<file path="src/rtl/pattern_count_engine_if.sv">
// pattern_count_engine_if: start/done handshake plus data-memory bus for the
// pattern count engine.
//   start        request into the engine
//   done         level acknowledge from the engine
//   mem_addr     data-memory address driven by the engine
//   mem_rd_data  combinational read data returned by memory
//   mem_wr_en    single-cycle write strobe
//   mem_wr_data  write data
// master: the engine side. slave: the requester/memory side.
interface pattern_count_engine_if #(
    parameter int unsigned ADDR_W = 8
);
    logic              start;
    logic              done;
    logic [ADDR_W-1:0] mem_addr;
    logic [7:0]        mem_rd_data;
    logic              mem_wr_en;
    logic [7:0]        mem_wr_data;

    modport master (
        input  start,
        input  mem_rd_data,
        output done,
        output mem_addr,
        output mem_wr_en,
        output mem_wr_data
    );

    modport slave (
        output start,
        output mem_rd_data,
        input  done,
        input  mem_addr,
        input  mem_wr_en,
        input  mem_wr_data
    );
endinterface

</file>
<file path="src/rtl/pattern_count_engine.sv">
// pattern_count_engine: hardware responder for the program-3 start/done
// handshake. On start it reads the 5-bit pattern (mem[PAT_ADDR][7:3]) and the
// NBYTES-byte message, counts pattern matches and writes the counts to
// mem[RES_ADDR..], then raises done.
//   clk    rising-edge clock
//   rst_n  asynchronous active-low reset
//   bus    pattern_count_engine_if.master (start/done + data-memory bus)
// Optional feature macro: PATCNT_CROSS_EN enables the byte-boundary-crossing
// count (cts) and its write to mem[RES_ADDR+2].
module pattern_count_engine #(
    parameter int unsigned ADDR_W   = 8,
    parameter int unsigned NBYTES   = 32,
    parameter int unsigned PAT_ADDR = 32,
    parameter int unsigned RES_ADDR = 33
) (
    input  logic                   clk,
    input  logic                   rst_n,
    pattern_count_engine_if.master bus
);
    localparam int unsigned IDX_W = (NBYTES > 1) ? $clog2(NBYTES) : 1;
    localparam int unsigned CNT_W = 8;
    localparam int unsigned PAT_W = 5;

    typedef enum logic [2:0] {
        IDLE,
        RD_PAT,
        SCAN,
        WR_B,
        WR_O,
`ifdef PATCNT_CROSS_EN
        WR_S,
`endif
        DONE
    } state_t;

    state_t             state_q, state_d;
    logic [PAT_W-1:0]   pat_q, pat_d;
    logic [IDX_W-1:0]   idx_q, idx_d;
    logic [CNT_W-1:0]   ctb_q, ctb_d;
    logic [CNT_W-1:0]   cto_q, cto_d;
    logic               done_q, done_d;
    logic [ADDR_W-1:0]  addr_q, addr_d;
    logic               wr_en_q, wr_en_d;
    logic [7:0]         wr_data_q, wr_data_d;
    logic [2:0]         n_in;
`ifdef PATCNT_CROSS_EN
    logic [CNT_W-1:0]   cts_q, cts_d;
    logic [7:0]         prev_q, prev_d;
    logic [2:0]         n_cross;
`endif

    // Number of 5-bit windows fully inside one byte that equal the pattern.
    function automatic logic [2:0] count_in(input logic [7:0] b, input logic [PAT_W-1:0] p);
        logic [2:0] n;
        n = 3'd0;
        for (int k = 0; k < 4; k++) begin
            if (b[k +: 5] == p) n = n + 3'd1;
        end
        return n;
    endfunction

`ifdef PATCNT_CROSS_EN
    // Windows spanning previous byte LSBs and current byte MSBs.
    function automatic logic [2:0] count_cross(input logic [15:0] w, input logic [PAT_W-1:0] p);
        logic [2:0] n;
        n = 3'd0;
        for (int k = 4; k < 8; k++) begin
            if (w[k +: 5] == p) n = n + 3'd1;
        end
        return n;
    endfunction
`endif

    // State and registered-output update.
    always_ff @(posedge clk or negedge rst_n) begin
        if (!rst_n) begin
            state_q   <= IDLE;
            pat_q     <= '0;
            idx_q     <= '0;
            ctb_q     <= '0;
            cto_q     <= '0;
            done_q    <= 1'b0;
            addr_q    <= '0;
            wr_en_q   <= 1'b0;
            wr_data_q <= '0;
`ifdef PATCNT_CROSS_EN
            cts_q     <= '0;
            prev_q    <= '0;
`endif
        end else begin
            state_q   <= state_d;
            pat_q     <= pat_d;
            idx_q     <= idx_d;
            ctb_q     <= ctb_d;
            cto_q     <= cto_d;
            done_q    <= done_d;
            addr_q    <= addr_d;
            wr_en_q   <= wr_en_d;
            wr_data_q <= wr_data_d;
`ifdef PATCNT_CROSS_EN
            cts_q     <= cts_d;
            prev_q    <= prev_d;
`endif
        end
    end

    // Next state; bus outputs are computed for the state being entered so
    // the registered address lines up with the cycle that consumes its data.
    always_comb begin
        state_d   = state_q;
        pat_d     = pat_q;
        idx_d     = idx_q;
        ctb_d     = ctb_q;
        cto_d     = cto_q;
        done_d    = done_q;
        addr_d    = addr_q;
        wr_en_d   = 1'b0;
        wr_data_d = wr_data_q;
        n_in      = count_in(bus.mem_rd_data, pat_q);
`ifdef PATCNT_CROSS_EN
        cts_d     = cts_q;
        prev_d    = prev_q;
        // No crossing window exists before the first byte.
        n_cross   = (idx_q != '0) ? count_cross({prev_q, bus.mem_rd_data}, pat_q) : 3'd0;
`endif

        unique case (state_q)
            IDLE, DONE: begin
                if (bus.start) begin
                    state_d = RD_PAT;
                    ctb_d   = '0;
                    cto_d   = '0;
`ifdef PATCNT_CROSS_EN
                    cts_d   = '0;
`endif
                    done_d  = 1'b0;
                    addr_d  = ADDR_W'(PAT_ADDR);
                end
            end
            RD_PAT: begin
                pat_d   = bus.mem_rd_data[7:3];
                idx_d   = '0;
                addr_d  = '0;
                state_d = SCAN;
            end
            SCAN: begin
                ctb_d = ctb_q + CNT_W'(n_in);
                cto_d = cto_q + CNT_W'(n_in != 3'd0);
`ifdef PATCNT_CROSS_EN
                cts_d  = cts_q + CNT_W'(n_in) + CNT_W'(n_cross);
                prev_d = bus.mem_rd_data;
`endif
                if (idx_q == IDX_W'(NBYTES - 1)) begin
                    state_d   = WR_B;
                    addr_d    = ADDR_W'(RES_ADDR);
                    wr_en_d   = 1'b1;
                    wr_data_d = ctb_d;
                end else begin
                    idx_d  = idx_q + IDX_W'(1);
                    addr_d = ADDR_W'(idx_q + IDX_W'(1));
                end
            end
            WR_B: begin
                state_d   = WR_O;
                addr_d    = ADDR_W'(RES_ADDR + 1);
                wr_en_d   = 1'b1;
                wr_data_d = cto_q;
            end
`ifdef PATCNT_CROSS_EN
            WR_O: begin
                state_d   = WR_S;
                addr_d    = ADDR_W'(RES_ADDR + 2);
                wr_en_d   = 1'b1;
                wr_data_d = cts_q;
            end
            WR_S: begin
                state_d = DONE;
                done_d  = 1'b1;
            end
`else
            WR_O: begin
                state_d = DONE;
                done_d  = 1'b1;
            end
`endif
            default: begin
                state_d = IDLE;
            end
        endcase
    end

    assign bus.done        = done_q;
    assign bus.mem_addr    = addr_q;
    assign bus.mem_wr_en   = wr_en_q;
    assign bus.mem_wr_data = wr_data_q;
endmodule

</file>
<file path="src/flat_wrapper.sv">
// flat-port wrapper written by rule: the top's interface ports become plain ports
module pattern_count_engine_flat 
#(
    parameter int unsigned ADDR_W   = 8,
    parameter int unsigned NBYTES   = 32,
    parameter int unsigned PAT_ADDR = 32,
    parameter int unsigned RES_ADDR = 33
)
  (clk, rst_n, bus_start, bus_mem_rd_data, bus_done, bus_mem_addr, bus_mem_wr_en, bus_mem_wr_data);
  pattern_count_engine_if #(.ADDR_W(ADDR_W)) bus_i ();
  input  logic clk;
  input  logic rst_n;
  input wire logic [$bits(bus_i.start)-1:0] bus_start;
  input wire logic [$bits(bus_i.mem_rd_data)-1:0] bus_mem_rd_data;
  output wire logic [$bits(bus_i.done)-1:0] bus_done;
  output wire logic [$bits(bus_i.mem_addr)-1:0] bus_mem_addr;
  output wire logic [$bits(bus_i.mem_wr_en)-1:0] bus_mem_wr_en;
  output wire logic [$bits(bus_i.mem_wr_data)-1:0] bus_mem_wr_data;
  assign bus_i.start = bus_start;
  assign bus_i.mem_rd_data = bus_mem_rd_data;
  assign bus_done = bus_i.done;
  assign bus_mem_addr = bus_i.mem_addr;
  assign bus_mem_wr_en = bus_i.mem_wr_en;
  assign bus_mem_wr_data = bus_i.mem_wr_data;
  pattern_count_engine #(.ADDR_W(ADDR_W), .NBYTES(NBYTES), .PAT_ADDR(PAT_ADDR), .RES_ADDR(RES_ADDR)) u_core (.clk(clk), .rst_n(rst_n), .bus(bus_i));
endmodule
</file>
<file path="config.mk">
export PLATFORM = sky130hd
export DESIGN_NAME = pattern_count_engine_flat
export DESIGN_NICKNAME = d
export VERILOG_FILES = /design/src/rtl/pattern_count_engine_if.sv /design/src/rtl/pattern_count_engine.sv /design/src/flat_wrapper.sv
export SDC_FILE = /design/constraint.sdc
export NUM_CORES = 1
export LEC_CHECK = 0
export BUFFER_PORTS_ARGS = -buffer_cell sky130_fd_sc_hd__buf_2
export CORE_MARGIN = 3
export CORE_UTILIZATION = 63
export CTS_CLUSTER_SIZE = 8
export DETAILED_ROUTE_END_ITERATION = 10
export GPL_TIMING_DRIVEN = 0
export PLACE_DENSITY_LB_ADDON = 0.25
export SETUP_SLACK_MARGIN = 0.1
export SLEW_MARGIN = 20
export SYNTH_ARGS = -nofsm -noshare
export SYNTH_HDL_FRONTEND = slang
export SYNTH_SLANG_ARGS = --single-unit
</file>
<file path="constraint.sdc">
create_clock -name clk -period 8.7 [get_ports clk]
set_clock_uncertainty 0.1 [all_clocks]
set_input_delay 0 -clock clk [delete_from_list [all_inputs] [get_ports clk]]
set_output_delay 0 -clock clk [all_outputs]
set_load 0.03 [all_outputs]
</file>
* After elaboration in Yosys (flattened, before gate mapping)
Index checks and enable logic that the tools add are counted.
** Cells by class
- Equal/unequal tests :: 13
- Multipliers :: 0
- Magnitude comparators :: 0
- Div/mod/pow operators :: 0
- Shifts and indexed selects :: 0
- Bitwise operators :: 0
- Add/subtract/negate cells :: 7
- Muxes and demuxes :: 21
- Reductions and logical operators :: 14
** Operators with widths (number)
- one-hot mux 8 bit (2 select lines) :: 3
- 2-to-1 mux 8 bit :: 4
- one-hot mux 8 bit (4 select lines) :: 1
- == test 5 bit :: 4
- 2-to-1 mux 3 bit :: 5
- one-hot mux 3 bit (5 select lines) :: 1
- AND reduction 2 bit :: 6
- one-hot mux 5 bit (2 select lines) :: 1
- adder 3 x 1 -> 3 bit, second input constant :: 3
- adder 8 x 1 -> 8 bit :: 1
- adder 8 x 3 -> 8 bit :: 1
- nonzero test 2 bit :: 4
- adder 5 x 1 -> 6 bit, second input constant :: 1
- == test 3 x 2 -> 1 bit, second input constant :: 2
- == test 3 bit, second input constant :: 2
- adder 5 x 1 -> 5 bit, second input constant :: 1
- == test 5 bit, second input constant :: 1
- 2-to-1 mux 5 bit :: 1
- inequality test 2 bit, second input constant :: 2
- one-hot mux 1 bit (2 select lines) :: 2
- nonzero test 4 bit :: 1
- == test 3 x 1 -> 1 bit, second input constant :: 1
- zero test 3 bit :: 1
- 2-to-1 mux 1 bit :: 3
- 3 further kinds :: 3
** Word-level totals
- Bits in registers :: 47
- Bits in writable memories :: 0
- Output and inout port bits :: 18
- Input port bits :: 11
- Bits in read-only memories :: 0
- Bits in latches :: 0
- Word-level logic and storage cells :: 64
- Memories :: 0

* Longest topological paths before layout
Gate-level depths: netlist (run 1).
- Word-level depth :: 11
- Gate-level depth with buffers :: 17
- Depth with buffers taken out :: 16

* Least setup slack after synthesis (run 1)
OpenSTA, ideal clock, no wires.
- Kind :: register -> register
- From :: register u_core.pat_q[2]
- To :: register u_core.ctb_q[7]
- Clock period less this slack :: 3529 ps
- Path slack :: 5171 ps
- Required time :: 8466 ps
- Library setup time :: 134 ps
- Stages on the path, launching flop included :: 17
- Arrival :: 3295 ps
- Buffers on the path :: 1
- Path through :: dfrtp_1 > buf_4 > xor2_1 > nor3_2 > nand3_4 > ha_1 > inv_1 > xnor2_1 > ha_1 > mux2_2 > ha_1 > a21o_1 > a21o_1 > and3_1 > nand3_1 > xor2_1 > o22ai_1
** Between the ends
- Longest elaborated chain between the ends :: 10
- Elaborated cells between the ends (all ways) :: 13
- Those cells by class :: add/sub (4); eq/ne (4); mux (5)
** Ends and longest elaborated chain
- start: declaration :: RTL line pattern_count_engine.sv:37 : logic [PAT_W-1:0] pat_q, pat_d;
- start signal: assignment :: RTL line pattern_count_engine.sv:92 : pat_q <= pat_d;
- == test 5 bit :: RTL line pattern_count_engine.sv:57 : if (b[k +: 5] == p) n = n + 3'd1;
- 2-to-1 mux 1 bit :: RTL line pattern_count_engine.sv:57
- adder 3 x 1 -> 3 bit :: RTL line pattern_count_engine.sv:57
- 2-to-1 mux 3 bit :: RTL line pattern_count_engine.sv:57
- adder 3 x 1 -> 3 bit :: RTL line pattern_count_engine.sv:57
- 2-to-1 mux 3 bit :: RTL line pattern_count_engine.sv:57
- adder 3 x 1 -> 3 bit :: RTL line pattern_count_engine.sv:57
- 2-to-1 mux 3 bit (*) :: RTL line pattern_count_engine.sv:57
- adder 8 x 3 -> 8 bit (*) :: RTL line pattern_count_engine.sv:147 : ctb_d = ctb_q + CNT_W'(n_in);
- one-hot mux 8 bit (2 select lines) (*) :: RTL line pattern_count_engine.sv:127 : unique case (state_q)
- end signal: assignment :: RTL line pattern_count_engine.sv:94 : ctb_q <= ctb_d;
- end: declaration :: RTL line pattern_count_engine.sv:39 : logic [CNT_W-1:0] ctb_q, ctb_d;
Every way passes the cells marked *; elsewhere a longest branch is shown, timed or not.
A chain may end at the register's enable or synchronous reset.

* Final worst setup path (run 1)
Same ends and word-level chain as after synthesis.

==> flow_summary.toml, run 1 <==
[final_layout]
num-nets-final = 323
antennaDiodeCount = 0
area_growth_pct = 15.0
fillers = 262
final_cell_area_mm2 = 0.00294
drive_gt1_share_pct = 18.2
multi_input_area_mm2 = 0.00130
ff_latch_area_mm2 = 0.00113

[routing]
drtIter0Drc = 153
drcViolationCount = 0
wl_per_cell_um = 15.8
firstDrtPassIters = 4
num_vias = 2027
avgViaCountPerCell = 5.77
drt-total-wl_um = 5560
ant_nets = 0

[sta]
period_share_pct = 44.4
rsz0062_at_grt = "false"
final_hold_viol_count = 0
fin_setup_tns_ns = 0
slew-limit-headroom_pct = 47.2
max_freq_mhz = 259
tightest_slew_ns = 0.793
maxSlewViolCount = 0
layout_min_cycle_time_ns = 3.86
setup_viol = 0
hold_slack_ns = 0.0854

[yosys]
synth_compound_gate_area_share_pct = 14.5
syn_area_mm2 = 0.00256
synth.most_common_cell = "dfrtp_1"
yosysTopAreaCell = "dfrtp_1"
muxShareOfSynthArea_pct = 3.43
syn_inst = 262
synth_simple_gate_area_share_pct = 16.9
synth.avg_cell_area_um2 = 9.76
yosysUniqueCellTypes = 45
synth_ff_type = "dfrtp_1"
synth_edf_count = 0
synth-adder-area-share_pct = 5.19
yosysWarnings = 0
synth_top_family_by_area = "simple AND/OR/NAND/NOR gates"
synth_area_leaders = "dfrtp_1, xor2_1, o21ai_0"
synth_top_area_share_pct = 44.1
synth_seq_area_share_pct = 44.1
synth_xor_area_share_pct = 10.6
async_flop_share_pct = 100
synth_commonest_cells = "dfrtp_1, nand2_1, o21ai_0"
synth.ff_latch_count = 45

[worst_hold_path]
hp-class = "in -> async"

[critical_path]
cpPeakStageDelay_ns = 0.37
cp.arrival_ns = 3.93
path_max_fanout = 5
critPathKind = "reg -> reg"
crit_path_end_kind = "flip-flop"
cp.required_ns = 8.77
critPathBufInv = 2
slowest_stage = "dfrtp_1"
path_cells = "buf_4 -> xor2_1 -> nor3_1 -> nand3_2 -> ha_1 -> inv_1 -> xnor2_1 -> ha_1 -> mux2_2 -> ha_1 -> a21o_1 -> a21o_1 -> and3_1 -> nand3_1 -> xor2_1 -> o22ai_1"
start_kind = "flip-flop"
critPathTopFamily = "adder cells"
path_common_cell = "ha_1"

[clock_network]
numCtsBuffers = 5
clock_latency_ns = 0.31
clock_path_buffers = 2
cts_max_level = 2
clk_pin_slew_worst_paths_ns = 0.09
cts_setup_buffers = 0
cts-root-buf = "clkbuf_8"
cts_tree = "done"
clock_sinks = 45

[floorplan]
die_x_um = 69.7
die-area_mm2 = 0.00486
initial_core_util_pct = 67.3
row_count = 22
pin_count = 29
die_y_um = 69.7
core_mm2 = 0.00380

[global_routing]
antenna_found_initial = 0
grt_pass1_wl_um = 9370
grtUsageTotal_pct = 24.3
grt_pass1_vias = 1934
grt_max_degree = 46
grt_overflow = 0

[flow_run]
cap_viol_max_count = 0

[place]
placed_cell_area_mm2 = 0.00274
dpl.hpwl_um = 3790
gp_congestion = 0.829
port_buffers = 24

[power]
ir_worst_vdd_uv = 174
power_uw = 901
power.density_mw_per_mm2 = 307
leakagePower_nw = 1.38

[run_status]
status = "finished, final reports clean"
[state kept, by name (all words and copies together), names as in the netlist]
| signal | flops |
|---|---|
| u_core.bus.done | 1 |
| u_core.bus.mem_addr | 6 |
| u_core.bus.mem_wr_data | 8 |
| u_core.bus.mem_wr_en | 1 |
| u_core.ctb_q | 8 |
| u_core.cto_q | 8 |
| u_core.idx_q | 5 |
| u_core.pat_q | 5 |
| u_core.state_q | 3 |
[what timing repair did]
item | in CTS | in global routing
endpoints found under the setup margin | 0 | 0
gates resized for setup | 0 | 0
hold buffers | 7 | 0
endpoints found under the hold margin | 52 | 0
[stage by stage]
step           instances  setup slack, ns  utilization [%]
5_1_grt              351             4.60             77.4
3_3_place_gp         335             4.94             72.1
6_report             351             4.84             77.4
3_5_place_dp         335             4.85             72.1
2_1_floorplan        263             5.17                -
4_1_cts              350             4.84             76.6
[kinds of logic after synthesis]
group	Yosys count
compound gates	60
xor+xnor	31
fa+ha+maj	10
buf+inv	26
flops	45
mux	8
other cells	1
simple gates	81
[cell usage in the layout (no fill, tap or decap), types with 8 or more instances in the layout]
cell type  count
buf_2         25
clkbuf_1       9
dfrtp_1       45
ha_1           9
inv_1          8
nand2_1       31
nor2_1        17
o21ai_0       28
xnor2_1       13
xor2_1        18
[per-layer routing]
| layer | vias to the layer above | track usage (%) | part of all wire, % |
|---|---|---|---|
| li1 | 978 | - | - |
| met1 | 971 | 32.2 | 44 |
| met2 | 68 | 39.9 | 48 |
| met3 | 10 | 5.36 | 5.6 |
| met4 | 0 | 7.66 | 1.9 |
| met5 | - | 0 | 0 |
[layout make-up]
cell class,count,area share (%)
sequential,45,38.3
buffer,18,3.49
clock buffer,7,3.28
inverter,8,1.02
timing repair buffer,32,7.41
tap,48,2.04
clock inverter,1,0.170
multi-input combinational,192,44.3
[final timing paths]
path,slack (ns),start,cells after the start,to
worst max-delay path,4.84,u_core.pat_q[2]$_DFFE_PN0P_,16,u_core.ctb_q[7]$_DFFE_PN0P_
worst min-delay path,0.09,rst_n,2,u_core.state_q[2]$_DFFE_PN0P_
worst max register to register,4.84,u_core.pat_q[2]$_DFFE_PN0P_,16,u_core.ctb_q[7]$_DFFE_PN0P_
worst min register to register,0.39,u_core.cto_q[7]$_DFFE_PN0P_,1,u_core.cto_q[7]$_DFFE_PN0P_
max in group asynchronous,7.91,rst_n,3,u_core.bus.mem_wr_data[2]$_DFFE_PN0P_
min in group clk,0.39,u_core.cto_q[7]$_DFFE_PN0P_,1,u_core.cto_q[7]$_DFFE_PN0P_
[power breakdown]
group | internal [mW] | total [mW] | switching, mW | leakage [nW]
clock network | 0.0719 | 0.146 | 0.0737 | 0.0542
logic | 0.168 | 0.443 | 0.275 | 0.732
registers | 0.270 | 0.313 | 0.0431 | 0.597
No activity file was read; power rests on OpenSTA's default activity.
==> run 2, diff against run 1 <==
CORE_UTILIZATION = 58   (was 63)
clock period = 3.6 ns   (was 8.7 ns; I/O delays follow)
==> run 2 against run 1 <==
Compared with the run above: clock-buffer cell count decreased by 2; largest cell class unchanged; die area grew 7.9%; via count grew 2.2%; combinational power increased to 2.7 times the previous value; fmax is 10% higher; non-clock buffer count rose by 10; routed wire length is 9.1% higher; sequential power is 140% higher; largest power group unchanged.
==> flow_summary.toml, run 2 (synthesized netlist as in run 1, its figures left out) <==
[run_status]
status = "finished, final reports clean"

[global_routing]
grt_overflow = 0
grt_pass1_wl_um = 9260
antenna_found_initial = 0
grtUsageTotal_pct = 22.5
grt_max_degree = 46
grt_pass1_vias = 1984

[critical_path]
critPathBufInv = 3
crit_path_end_kind = "flip-flop"
cp.arrival_ns = 3.62
cp.required_ns = 3.72
endpoint = "u_core.ctb_q[6]$_DFFE_PN0P_"
regToRegStartpoint = "u_core.pat_q[4]$_DFFE_PN0P_"
start_kind = "flip-flop"
slowest_stage = "nor3b_4"
r2r_end = "u_core.ctb_q[6]$_DFFE_PN0P_"
startpoint = "u_core.pat_q[4]$_DFFE_PN0P_"
critPathKind = "reg -> reg"
critPathTopFamily = "simple AND/OR/NAND/NOR gates"
path_cells = "buf_6 -> buf_4 -> xor2_1 -> nor3_2 -> nor3b_4 -> xnor2_4 -> xor2_1 -> ha_2 -> inv_1 -> fa_2 -> nor2b_2 -> o21a_2 -> nand3_2 -> xor2_2 -> o22ai_1"
r2r_cells = 15
cpPeakStageDelay_ns = 0.42
path_common_cell = "xor2_1"
worst-r2r-setup-slack_ns = 0.1
cp.depth = 15
path_max_fanout = 5

[floorplan]
pin_count = 29
die_x_um = 72.4
die_y_um = 72.4
core_mm2 = 0.00412
die-area_mm2 = 0.00524
initial_core_util_pct = 62.1
row_count = 23

[worst_hold_path]
hp-class = "in -> async"

[final_layout]
area_growth_pct = 23.1
final_cell_area_mm2 = 0.00315
mostFrequentLayoutCell = "dfrtp_1"
finalCoreUtilization_pct = 76.4
fillers = 282
mostFrequentLayoutCells = "dfrtp_1, nand2_1, buf_2, o21ai_0"
drive_gt1_share_pct = 27.5
antennaDiodeCount = 0
num-nets-final = 333

[flow_run]
cap_viol_max_count = 0

[sta]
rsz0062_at_grt = "true"
period_share_pct = 97.3
tightest_slew_ns = 0.984
setup_viol = 0
slew-limit-headroom_pct = 34.4
layout_min_cycle_time_ns = 3.50
max_freq_mhz = 286
maxSlewViolCount = 0
fin_setup_tns_ns = 0
final_hold_viol_count = 0

[power]
ir_worst_vdd_uv = 350
leakagePower_nw = 1.42
pwr-share-comb_pct = 52.5
p_sw_mw = 1.00
p_int_mw = 1.27
pwr-share-clk_pct = 14.3
sw_frac_of_total_pct = 44.0
seqPwrFrac_pct = 33.2
power.density_mw_per_mm2 = 723

[routing]
avgViaCountPerCell = 5.71
wl_per_cell_um = 16.7
ant_nets = 0
drcViolationCount = 0
drt-total-wl_um = 6060
firstDrtPassIters = 4
drtIter0Drc = 199
num_vias = 2071

[place]
port_buffers = 24
dpl.hpwl_um = 3750
placed_cell_area_mm2 = 0.00275
gp_congestion = 0.777

[clock_network]
clk_pin_slew_worst_paths_ns = 0.10
cts_tree = "done"
cts_max_level = 2
clock_sinks = 45
numCtsBuffers = 5
clock_path_buffers = 2
clock_latency_ns = 0.31
cts-root-buf = "clkbuf_8"
-- run 2: cell types whose count changed in the layout (fill, tap and decap cells not counted), sizes merged --
| cell | delta |
|---|---|
| buf | +10 |
| clkbuf | -2 |
| clkinvlp | +1 |
| inv | +1 |
-- run 2: timing repair --
item | in CTS | in global routing
hold endpoints to repair | 52 | 0
pin swaps | 8 | 14
buffers inserted | 5 | 6
hold buffers | 7 | 0
gates resized for setup | 9 | 23
setup endpoints to repair | 10 | 11
-- run 2: power groups by stage --
stage               clock [mW]  combinational [mW]  sequential, mW
floorplan                    0               0.716           0.840
CTS                      0.325                1.09           0.747
global route             0.344                1.30           0.774
detailed placement           0                1.05           0.756
finish                   0.325                1.19           0.755
global placement             0                1.02           0.751
-- run 2: worst register-to-register path, cell delays in order, from the launching register on --
cell and delay, ns:
dfrtp_1 0.38, buf_6 0.13, buf_4 0.13, xor2_1 0.17
nor3_2 0.18, nor3b_4 0.42, xnor2_4 0.19, xor2_1 0.28
ha_2 0.23, inv_1 0.05, fa_2 0.36, nor2b_2 0.16
o21a_2 0.20, nand3_2 0.11, xor2_2 0.20, o22ai_1 0.15
-- run 2: worst min-delay path by stage --
stage | end | depth (start not counted) | start
after global placement | u_core.state_q[2]$_DFFE_PN0P_ | 1 | rst_n
after floorplan | u_core.bus.done$_DFFE_PN0P_ | 0 | rst_n
final | u_core.bus.mem_addr[4]$_DFFE_PN0P_ | 2 | rst_n
after CTS | u_core.state_q[2]$_DFFE_PN0P_ | 2 | rst_n
after detailed placement | u_core.state_q[2]$_DFFE_PN0P_ | 1 | rst_n
after global routing | u_core.bus.mem_addr[4]$_DFFE_PN0P_ | 2 | rst_n
-- run 2: layout make-up --
type,count,area [um2],share of cell area (%)
buffer,18,110,3.50
multi-input combinational,192,1450,46.1
timing repair buffer,42,273,8.67
clock inverter,3,21.3,0.676
inverter,8,32.5,1.03
sequential,45,1130,35.8
clock buffer,5,68.8,2.19
tap,50,62.6,1.99
-- run 2: routing by layer --
| metal | vias to the layer above | track usage, % | share of wire [%] |
|---|---|---|---|
| met4 | 0 | 6.35 | 2.0 |
| li1 | 998 | - | - |
| met1 | 988 | 31.0 | 41 |
| met2 | 70 | 36.3 | 52 |
| met3 | 15 | 4.71 | 4.9 |
| met5 | - | 0 | 0 |
-- run 2: stage by stage --
| stage | setup WS, ns | total power [mW] | instances | hold slack (ns) |
|---|---|---|---|---|
| final | 0.0974 | 2.27 | 363 | 0.284 |
| after global routing | -0.0719 | 2.42 | 363 | 0.374 |
| after CTS | 0.113 | 2.16 | 357 | 0.331 |
| after detailed placement | -0.174 | 1.81 | 337 | 0.125 |
| after global placement | -0.112 | 1.77 | 337 | 0.117 |
| after floorplan | 0.122 | 1.56 | 263 | -0.396 |
